File: src/rtl/nanov_mem_pkg.sv
// Shared types and constants for the nanoV SPI memory controller.
// Holds the controller state encoding, default SPI opcodes and request length codes.
package nanov_mem_pkg;

    typedef enum logic [2:0] {
        ST_IDLE,
        ST_STREAM,
        ST_CS_GAP,
        ST_CMD,
        ST_ADDR,
        ST_DATA
    } state_t;

    localparam logic [7:0] CMD_READ_DEF  = 8'h03;
    localparam logic [7:0] CMD_WRITE_DEF = 8'h02;

    localparam logic [1:0] LEN_1B     = 2'd0;
    localparam logic [1:0] LEN_2B     = 2'd1;
    localparam logic [1:0] LEN_4B_ALT = 2'd2;
    localparam logic [1:0] LEN_4B     = 2'd3;

    // The spare length code is folded onto a full word.
    function automatic logic [2:0] len_bytes(input logic [1:0] len);
        len_bytes = 3'd4;
        case (len)
            LEN_1B:             len_bytes = 3'd1;
            LEN_2B:             len_bytes = 3'd2;
            LEN_4B_ALT, LEN_4B: len_bytes = 3'd4;
            default:            len_bytes = 3'd4;
        endcase
    endfunction

endpackage

File: src/rtl/nanov_spi_shift.sv
// SPI mode-0 bit engine: two clk cycles per bit, MSB-first out of a 32-bit register.
// A load starts a segment of load_cnt_i+1 bits; done_o marks the edge that finishes it.
module nanov_spi_shift (
    input  logic        clk,
    input  logic        rstn,
    input  logic        load_i,
    input  logic [31:0] load_dat_i,
    input  logic [4:0]  load_cnt_i,
    input  logic        miso_i,
    output logic        sck_o,
    output logic        mosi_o,
    output logic        done_o,
    output logic [31:0] rx_o
);

    logic        active_q;
    logic        phase_q;
    logic [4:0]  cnt_q;
    logic [31:0] sr_q;
    logic        miso_q;

    // rx_o is the register content after the pending shift, so the owner can
    // capture a complete received word on the done edge itself.
    assign rx_o   = {sr_q[30:0], miso_q};
    assign done_o = active_q & phase_q & (cnt_q == 5'd0);
    assign sck_o  = phase_q;
    assign mosi_o = active_q & sr_q[31];

    always_ff @(posedge clk or negedge rstn) begin
        if (!rstn) begin
            active_q <= 1'b0;
            phase_q  <= 1'b0;
            cnt_q    <= 5'd0;
            sr_q     <= 32'd0;
            miso_q   <= 1'b0;
        end else if (load_i) begin
            active_q <= 1'b1;
            phase_q  <= 1'b0;
            cnt_q    <= load_cnt_i;
            sr_q     <= load_dat_i;
        end else if (active_q) begin
            if (!phase_q) begin
                phase_q <= 1'b1;
                miso_q  <= miso_i;
            end else begin
                phase_q <= 1'b0;
                sr_q    <= rx_o;
                if (cnt_q == 5'd0) begin
                    active_q <= 1'b0;
                end else begin
                    cnt_q <= cnt_q - 5'd1;
                end
            end
        end
    end

endmodule

File: src/rtl/nanov_spi_mem_ctrl.sv
// Services nanoV read/write requests on a 23LC-style SPI memory; sequential reads stream.
// Latency 2 clk per SPI bit (+2 for a CS gap); req_ready only while idle or streaming.
module nanov_spi_mem_ctrl
    import nanov_mem_pkg::*;
#(
    parameter int         ADDR_BITS = 24,
    parameter logic [7:0] CMD_READ  = CMD_READ_DEF,
    parameter logic [7:0] CMD_WRITE = CMD_WRITE_DEF,
    parameter bit         STREAM_EN = 1'b1
) (
    input  logic                 clk,
    input  logic                 rstn,
    input  logic                 req_valid,
    output logic                 req_ready,
    input  logic                 req_write,
    input  logic [ADDR_BITS-1:0] req_addr,
    input  logic [1:0]           req_len,
    input  logic [31:0]          req_wdata,
    output logic [31:0]          rd_data,
    output logic                 rd_valid,
    output logic                 wr_done,
    output logic                 spi_cs_n,
    output logic                 spi_sck,
    output logic                 spi_mosi,
    input  logic                 spi_miso
);

    state_t               state_q;
    logic                 cs_n_q;
    logic                 rd_valid_q;
    logic                 wr_done_q;
    logic [31:0]          rd_data_q;
    logic                 stream_vld_q;
    logic [ADDR_BITS-1:0] next_addr_q;
    logic                 write_q;
    logic [ADDR_BITS-1:0] addr_q;
    logic [2:0]           bytes_q;
    logic [31:0]          wdata_q;
    logic                 gap_q;

    logic        accept;
    logic        seq_hit;
    logic        ld_d;
    logic [31:0] ld_dat_d;
    logic [4:0]  ld_cnt_d;
    logic        sh_done;
    logic [31:0] sh_rx;

    function automatic logic [4:0] data_cnt(input logic [2:0] b);
        case (b)
            3'd1:    return 5'd7;
            3'd2:    return 5'd15;
            default: return 5'd31;
        endcase
    endfunction

    // The first byte on the wire lands in the most significant received bits.
    function automatic logic [31:0] rx_word(input logic [31:0] rx, input logic [2:0] b);
        case (b)
            3'd1:    return {24'd0, rx[7:0]};
            3'd2:    return {16'd0, rx[7:0], rx[15:8]};
            default: return {rx[7:0], rx[15:8], rx[23:16], rx[31:24]};
        endcase
    endfunction

    assign req_ready = (state_q == ST_IDLE) || (state_q == ST_STREAM);
    assign accept    = req_valid && req_ready;
    assign seq_hit   = stream_vld_q && !req_write && (req_addr == next_addr_q);
    assign rd_data   = rd_data_q;
    assign rd_valid  = rd_valid_q;
    assign wr_done   = wr_done_q;
    assign spi_cs_n  = cs_n_q;

    always_comb begin
        ld_d     = 1'b0;
        ld_dat_d = 32'd0;
        ld_cnt_d = 5'd0;
        case (state_q)
            ST_IDLE: begin
                if (accept) begin
                    ld_d     = 1'b1;
                    ld_dat_d = {(req_write ? CMD_WRITE : CMD_READ), 24'd0};
                    ld_cnt_d = 5'd7;
                end
            end
            ST_STREAM: begin
                if (accept && seq_hit) begin
                    ld_d     = 1'b1;
                    ld_cnt_d = data_cnt(len_bytes(req_len));
                end
            end
            ST_CS_GAP: begin
                if (gap_q) begin
                    ld_d     = 1'b1;
                    ld_dat_d = {(write_q ? CMD_WRITE : CMD_READ), 24'd0};
                    ld_cnt_d = 5'd7;
                end
            end
            ST_CMD: begin
                if (sh_done) begin
                    ld_d     = 1'b1;
                    ld_dat_d = 32'(addr_q) << (32 - ADDR_BITS);
                    ld_cnt_d = 5'(ADDR_BITS - 1);
                end
            end
            ST_ADDR: begin
                if (sh_done) begin
                    ld_d     = 1'b1;
                    ld_dat_d = write_q ? {wdata_q[7:0], wdata_q[15:8], wdata_q[23:16], wdata_q[31:24]}
                                       : 32'd0;
                    ld_cnt_d = data_cnt(bytes_q);
                end
            end
            default: ;
        endcase
    end

    always_ff @(posedge clk or negedge rstn) begin
        if (!rstn) begin
            state_q      <= ST_IDLE;
            cs_n_q       <= 1'b1;
            rd_valid_q   <= 1'b0;
            wr_done_q    <= 1'b0;
            rd_data_q    <= 32'd0;
            stream_vld_q <= 1'b0;
            next_addr_q  <= '0;
            write_q      <= 1'b0;
            addr_q       <= '0;
            bytes_q      <= 3'd1;
            wdata_q      <= 32'd0;
            gap_q        <= 1'b0;
        end else begin
            rd_valid_q <= 1'b0;
            wr_done_q  <= 1'b0;
            if (accept) begin
                write_q <= req_write;
                addr_q  <= req_addr;
                bytes_q <= len_bytes(req_len);
                wdata_q <= req_wdata;
            end
            case (state_q)
                ST_IDLE: begin
                    if (accept) begin
                        cs_n_q  <= 1'b0;
                        state_q <= ST_CMD;
                    end
                end
                ST_STREAM: begin
                    if (accept) begin
                        if (seq_hit) begin
                            state_q <= ST_DATA;
                        end else begin
                            cs_n_q       <= 1'b1;
                            gap_q        <= 1'b0;
                            stream_vld_q <= 1'b0;
                            state_q      <= ST_CS_GAP;
                        end
                    end
                end
                ST_CS_GAP: begin
                    if (gap_q) begin
                        cs_n_q  <= 1'b0;
                        state_q <= ST_CMD;
                    end else begin
                        gap_q <= 1'b1;
                    end
                end
                ST_CMD: begin
                    if (sh_done) state_q <= ST_ADDR;
                end
                ST_ADDR: begin
                    if (sh_done) state_q <= ST_DATA;
                end
                ST_DATA: begin
                    if (sh_done) begin
                        if (write_q) begin
                            wr_done_q    <= 1'b1;
                            cs_n_q       <= 1'b1;
                            stream_vld_q <= 1'b0;
                            state_q      <= ST_IDLE;
                        end else begin
                            rd_valid_q <= 1'b1;
                            rd_data_q  <= rx_word(sh_rx, bytes_q);
                            if (STREAM_EN) begin
                                stream_vld_q <= 1'b1;
                                next_addr_q  <= addr_q + ADDR_BITS'(bytes_q);
                                state_q      <= ST_STREAM;
                            end else begin
                                cs_n_q  <= 1'b1;
                                state_q <= ST_IDLE;
                            end
                        end
                    end
                end
                default: state_q <= ST_IDLE;
            endcase
        end
    end

    nanov_spi_shift u_shift (
        .clk        (clk),
        .rstn       (rstn),
        .load_i     (ld_d),
        .load_dat_i (ld_dat_d),
        .load_cnt_i (ld_cnt_d),
        .miso_i     (spi_miso),
        .sck_o      (spi_sck),
        .mosi_o     (spi_mosi),
        .done_o     (sh_done),
        .rx_o       (sh_rx)
    );

endmodule
File: config.mk
export PLATFORM = sky130hd
export DESIGN_NAME = nanov_spi_mem_ctrl
export DESIGN_NICKNAME = d
export VERILOG_FILES = /design/src/rtl/nanov_mem_pkg.sv /design/src/rtl/nanov_spi_shift.sv /design/src/rtl/nanov_spi_mem_ctrl.sv
export SDC_FILE = /design/constraint.sdc
export NUM_CORES = 1
export LEC_CHECK = 0
export ABC_AREA = 1
export BUFFER_PORTS_ARGS = -buffer_cell sky130_fd_sc_hd__buf_4
export CAP_MARGIN = 25
export CELL_PAD_IN_SITES_DETAIL_PLACEMENT = 1
export CELL_PAD_IN_SITES_GLOBAL_PLACEMENT = 1
export CORE_ASPECT_RATIO = 0.5
export CORE_MARGIN = 2
export CORE_UTILIZATION = 40
export CTS_CLUSTER_DIAMETER = 60
export DETAILED_ROUTE_END_ITERATION = 8
export GPL_ROUTABILITY_DRIVEN = 0
export PLACE_DENSITY_LB_ADDON = 0.1
export SETUP_SLACK_MARGIN = 0.15
export SYNTH_ARGS = -nofsm -noshare
export SYNTH_HDL_FRONTEND = slang
export SYNTH_HIERARCHICAL = 1
export SYNTH_SLANG_ARGS = --single-unit
File: constraint.sdc
create_clock -name clk -period 2.23 [get_ports clk]
set_input_delay 0.446 -clock clk [delete_from_list [all_inputs] [get_ports clk]]
set_output_delay 0.446 -clock clk [all_outputs]
set_load 0.02 [all_outputs]
Yosys cells after proc, flatten, opt, wreduce, memory -nomap -nowiden
Cells that the tools add are included.
W data, S select, Z words.
- eq/ne operators: 22
- add/sub/neg operators: 2
- reductions and logical operators: 24
- shift operators: 0
- $lt $le $gt $ge: 0
- divide/modulo/power cells: 0
- muxes and demuxes: 66
- multipliers: 0
- bitwise operators: 6
- operators by type and width (cell ; count):
    $mux W32 ; 6
    $pmux W32 S4 ; 1
    $pmux W32 S2 ; 1
    $mux W26 ; 2
    $mux W5 ; 7
    $mux W3 ; 11
    $mux W1 ; 29
    $pmux W5 S5 ; 1
    $add A24 B3 Y24 ; 1
    $eq A24 B24 Y1 ; 1
    $pmux W5 S2 ; 2
    $ne A2 B2 Y1 const B ; 9
    $pmux W3 S6 ; 1
    $eq A3 B2 Y1 const B ; 4
    $reduce_and A3 Y1 ; 4
    $eq A3 B1 Y1 const B ; 3
    $pmux W3 S3 ; 1
    $pmux W1 S4 ; 2
    $reduce_bool A2 Y1 ; 4
    $reduce_and A7 Y1 ; 1
    $eq A3 B3 Y1 const B ; 2
    $reduce_and A6 Y1 ; 1
    $logic_not A5 Y1 ; 1
    $sub A5 B1 Y5 const B ; 1
    other kinds (14) ; 24
- latch bits: 0
- memories: 0
- bits in writable memories: 0
- bits of input ports: 63
- bits in registers: 164
- logic and storage cells: 137
- output and inout bits: 38
- ROM bits: 0

Logic depth before layout (Yosys ltp)
- word-level depth: 11
- mapped depth: 18
- depth with buffers taken out: 16

Cells and area by module
The synthesis kept the hierarchy.
- modules (own cells, without submodules) (module ; seq. area each (µm²) ; cells each ; times used ; area an instance (µm²)):
    nanov_spi_mem_ctrl ; 3105.5 ; 838 ; 1 ; 6453.7
    nanov_spi_shift ; 1001.0 ; 269 ; 1 ; 2449.8

Worst setup path before layout
No wires, ideal clock.
- path type: register to register
- from: register u_shift.cnt_q[0]
- to: register u_shift.miso_q
- arrival time: 2167 ps
- clock period less this slack: 2293 ps
- data required time: 2105 ps
- buffers on the path: 3
- cell stages (with the launch flop): 15
- setup slack: -63 ps
- library setup time: 125 ps
- path through: dfrtp_1 inv_1 ha_1 nand3_1 nor2_1 inv_1 nor2_2 buf_2 nor3_1 nand2_1 buf_6 inv_6 buf_6 nand3_2 mux2_4
- longest elaborated chain between the ends: 6
- RTL lines (what ; RTL line ; RTL):
    from (decl) ; nanov_spi_shift.sv:18 ; logic [4:0] cnt_q;
    from (signal assigned) ; nanov_spi_shift.sv:39 ; cnt_q <= load_cnt_i;
    from (signal assigned) ; nanov_spi_shift.sv:51 ; cnt_q <= cnt_q - 5'd1;
    $logic_not A5 Y1 ; nanov_spi_shift.sv:25 ; assign done_o = active_q & phase_q & (cnt_q == 5'd0);
    $and A1 B1 Y1 ; nanov_spi_shift.sv:25 ;
    net sh_done ; nanov_spi_mem_ctrl.sv:46 ; logic sh_done;
    $mux W1 ; nanov_spi_mem_ctrl.sv:100, nanov_spi_mem_ctrl.sv:107 ;
    $pmux W1 S4 ; nanov_spi_mem_ctrl.sv:78 ; case (state_q)
    net ld_d ; nanov_spi_mem_ctrl.sv:43 ; logic ld_d;
    $not A1 Y1 (no source line) ; -- ;
    $reduce_and A3 Y1 (no source line) ; -- ;
    to (signal assigned) ; nanov_spi_shift.sv:44 ; miso_q <= miso_i;
    to (decl) ; nanov_spi_shift.sv:20 ; logic miso_q;
The timed path passes the listed nets, and every way through them passes these cells.
A chain may end at the register's enable or synchronous reset.

Worst setup path after layout
- from: register u_shift.cnt_q[0]
- to: register u_shift.sr_q[5]
- longest elaborated chain between the ends: 6
- elaborated cells on any way between the ends: 10
- those cells by class: mux (5); bitwise (1); reduce/logical (4)
- RTL lines (what ; RTL line ; RTL):
    $logic_not A5 Y1 (*) ; nanov_spi_shift.sv:25 ;
    $and A1 B1 Y1 (*) ; nanov_spi_shift.sv:25 ;
    net sh_done ; nanov_spi_mem_ctrl.sv:46 ;
    $mux W1 (*) ; nanov_spi_mem_ctrl.sv:100, nanov_spi_mem_ctrl.sv:107 ;
    $pmux W1 S4 (*) ; nanov_spi_mem_ctrl.sv:78 ;
    net ld_d ; nanov_spi_mem_ctrl.sv:43 ;
    $reduce_bool A2 Y1 (no source line) ; -- ;
    $reduce_and A2 Y1 (no source line) ; -- ;
    to (signal assigned) ; nanov_spi_shift.sv:40 ; sr_q <= load_dat_i;
    to (signal assigned) ; nanov_spi_shift.sv:47 ; sr_q <= rx_o;
    to (decl) ; nanov_spi_shift.sv:19 ; logic [31:0] sr_q;
The timed path passes the listed nets; every way through them passes the cells marked *.

==> metrics <==
Comb power frac 49.7%; gr ovfl total 0; FF-to-FF End u_shift/sr_q[5]; share of layout cells above drive strength 1 29.7%; Core Area 21800 sq um; CTS Sinks 164; Cell Chain, Critical Path inv_2 > ha_4 > nand3_4 > nor2_4 > inv_4 > nor2_4 > nor3_1 > buf_4 > nand2_4 > inv_8 > nand2_8 > buf_12 > clkbuf_16 > o211ai_2 > o21ai_1; CTS tree done; Avg WL per Cell 19.2 um; Final setup violation count 0; first-pass GRT wire length 46300 um; RR Startpoint u_shift/cnt_q[0]; port bufs 100; cts bufs inserted 17; buffer depth of the longest clock path 2; HPWL Detailed 21000 um; sw frac 43.6%; Final Hold Vio Count 6; setup slack, reg-to-reg 0.05 ns; Worst-Skew Late Latency 0.45 ns; die area 23500 sq um; Syn Nets 1175; worst slew pin tran 0.704 ns; post-layout util 53.1%; clk slew on worst S/H paths 0.07 ns; Max VDD drop 0.000649 V; final WL 30100 um; register share of total power 30.9%; Startpoint Class flip-flop; Tcrit/Tclk final 97.9%; Avg Cell Area, Syn 8.04 sq um; CTS H-tree lvls 4; Achievable Freq 0.458 GHz; Critical-path top delay cell dfrtp_1; CTS Hold Buffers Added 0; die height 109 um; Arr. time, crit path 2.56 ns; NetSw 0.00733 W; skew final 0.0137 ns; Seq cells post-synth 164; Critical Path Fanout Max 12; row cnt 38; gr usage total 25.8%; area share of the largest cell type after synthesis 45.5%; worst r2r path cells 15; FFs w/ async S/R, synth 100%; CP Capture Type flip-flop; vias in the first global route 8397; top cells by area, synth dfrtp_1 46%, nand2_1 14%, o21ai_0 6.4%; vias per cell 5.16; most frequent cells in the layout 321 x nand2_1, 178 x buf_4, 161 x dfrtp_1, 132 x inv_1, 85 x o21ai_0; DRT antenna net count 0; Crit path max-delay family simple AND/OR/NAND/NOR gates; Layout fillers 2692; CP dominant cell by count nor2_4; Pre-antenna DRT Iters 5; number of synthesized flops with an enable pin 0; Req. time, crit path 2.60 ns; via count 8089; pwr dens 1460 nW/um^2; I/O pins 101; sequential share of the synthesized area 46.1%; slew margin rel. 53.1%; DRT iter0 DRCs 419; fin nets 1325; Gate Count Post-Synth 1107; post-synth design cell area 8900 sq um; Horiz. Die Dim 215 um; Max Cap Viol 0; WHS -0.0252 ns; violated checks negative hold slack; Clock Power Share 19.3%; outcome finished, violations left; Syn. warnings 6; critical path's largest stage delay 0.40 ns; distinct cell type count after synthesis 43; HP Class in -> async; Starting Density 40.9%; most common cell after layout, fill and taps aside nand2_1; RSZ-0062 raised after global routing true; root buf cell clkbuf_16; Area Overhead vs Synth 29.8%; largest net degree at the start of global routing 70; P_leak 5.70 nW; leading area contributor after synthesis dfrtp_1; DRC errors left 0; count of pins over their slew limit 0; Synth Flop Type dfrtp_1; worst path buffer plus inverter count 6; Pint 0.00949 W; min Tclk post-route 2.18 ns; antenna violations before repair 0; critical setup path kind reg -> reg; Antenna Cells 0
cell families (layout without fill, tap and decap cells):
family                   Yosys count  in the layout  synth area share (%)
buffers and inverters            226            388                  12.8
flip-flops                       164            164                  46.1
XOR/XNOR                          16             16                  1.57
multiplexers                       2              2                 0.281
adder cells (fa/ha/maj)            5              5                 0.787
AND/OR/NAND/NOR                  473            473                  21.7
AO/OA/AOI/OAI                    221            221                  16.7
worst max path at each step:
stage | from | to | cells past startpoint
6_report | u_shift/cnt_q[0] | u_shift/sr_q[5] | 15
5_1_grt | u_shift/cnt_q[0] | u_shift/cnt_q[0] | 14
4_1_cts | bytes_q[0] | next_addr_q[20] | 14
3_5_place_dp | req_addr[4] | u_shift/sr_q[1] | 16
3_3_place_gp | req_addr[4] | u_shift/sr_q[8] | 16
2_1_floorplan | bytes_q[0] | next_addr_q[20] | 14
final cells by class:
type	count	area [sq um]	area share (%)
flip-flops and latches	164	4110	35.5
multi-input cells	717	3990	34.5
repair buffers	209	1880	16.3
inverters	148	577	4.99
clock buffers	20	457	3.95
well taps	300	375	3.25
clock inverters	11	173	1.49
cell usage after synthesis (all sizes together) (3+ instances only):
master  number
a21oi       16
a22o         5
a31oi       14
a32o         4
buf         67
clkbuf      11
dfrtp      162
ha           4
inv        147
nand2      346
nand3       27
nand4        6
nor2        77
nor3        15
o211ai      28
o21ai      126
o22ai       12
o31ai       16
xnor2        3
xor2        13
flip-flops by register name, indices dropped and copies added, names as in the netlist, 3 cells and up:
register and count:
bytes_q 3, addr_q 24, rd_data 32, next_addr_q 24, state_q 3, u_shift/sr_q 32, u_shift/cnt_q 5, wdata_q 32
worst reg2reg max path: stages, from the launching register on:
cell	delay (ns)
dfrtp_1	0.40
inv_2	0.08
ha_4	0.14
nand3_4	0.08
nor2_4	0.18
inv_4	0.07
nor2_4	0.16
nor3_1	0.08
buf_4	0.15
nand2_4	0.09
inv_8	0.08
nand2_8	0.13
buf_12	0.15
clkbuf_16	0.14
o211ai_2	0.07
o21ai_1	0.09
power groups by stage:
| stage | Sequential [W] | Clock [W] | Combinational (W) |
|---|---|---|---|
| floorplan | 0.00506 | 0 | 0.00515 |
| global placement | 0.00515 | 0 | 0.00662 |
| detailed placement | 0.00519 | 0 | 0.00695 |
| CTS | 0.00517 | 0.00329 | 0.00751 |
| global route | 0.00534 | 0.00342 | 0.00915 |
| finish | 0.00520 | 0.00325 | 0.00836 |
layer usage:
layer | part of all wire, % | wire length, um | global-route usage, % | up-vias
met1 | 48 | 14400 | 35.7 | 4098
met3 | 4.0 | 1210 | 4.70 | 33
li1 | - | - | - | 3799
met2 | 47 | 14000 | 41.8 | 159
met5 | 0 | 0 | 0 | -
met4 | 1.5 | 466 | 7.14 | 0
per-stage QoR:
step / instances / power [W] / cell area [sq um] / setup TNS, ns / setup WS, ns
after floorplan: 1107 / 0.0102 / 8970 / 0 / 0.127
after global placement: 1510 / 0.0118 / 10200 / -7.05 / -0.214
after detailed placement: 1510 / 0.0121 / 10200 / -8.59 / -0.293
after CTS: 1554 / 0.0160 / 11100 / 0 / 0.123
after global routing: 1569 / 0.0179 / 11600 / -0.186 / -0.0277
final: 1569 / 0.0168 / 11600 / 0 / 0.0475
repair_timing:
item / CTS / global route
resized for setup: 38 / 81
endpoints found under the setup margin: 42 / 50
pin swaps: 15 / 20
buffers inserted: 11 / 9
cloned: 2 / 6
(Power assumes the default switching activity.)
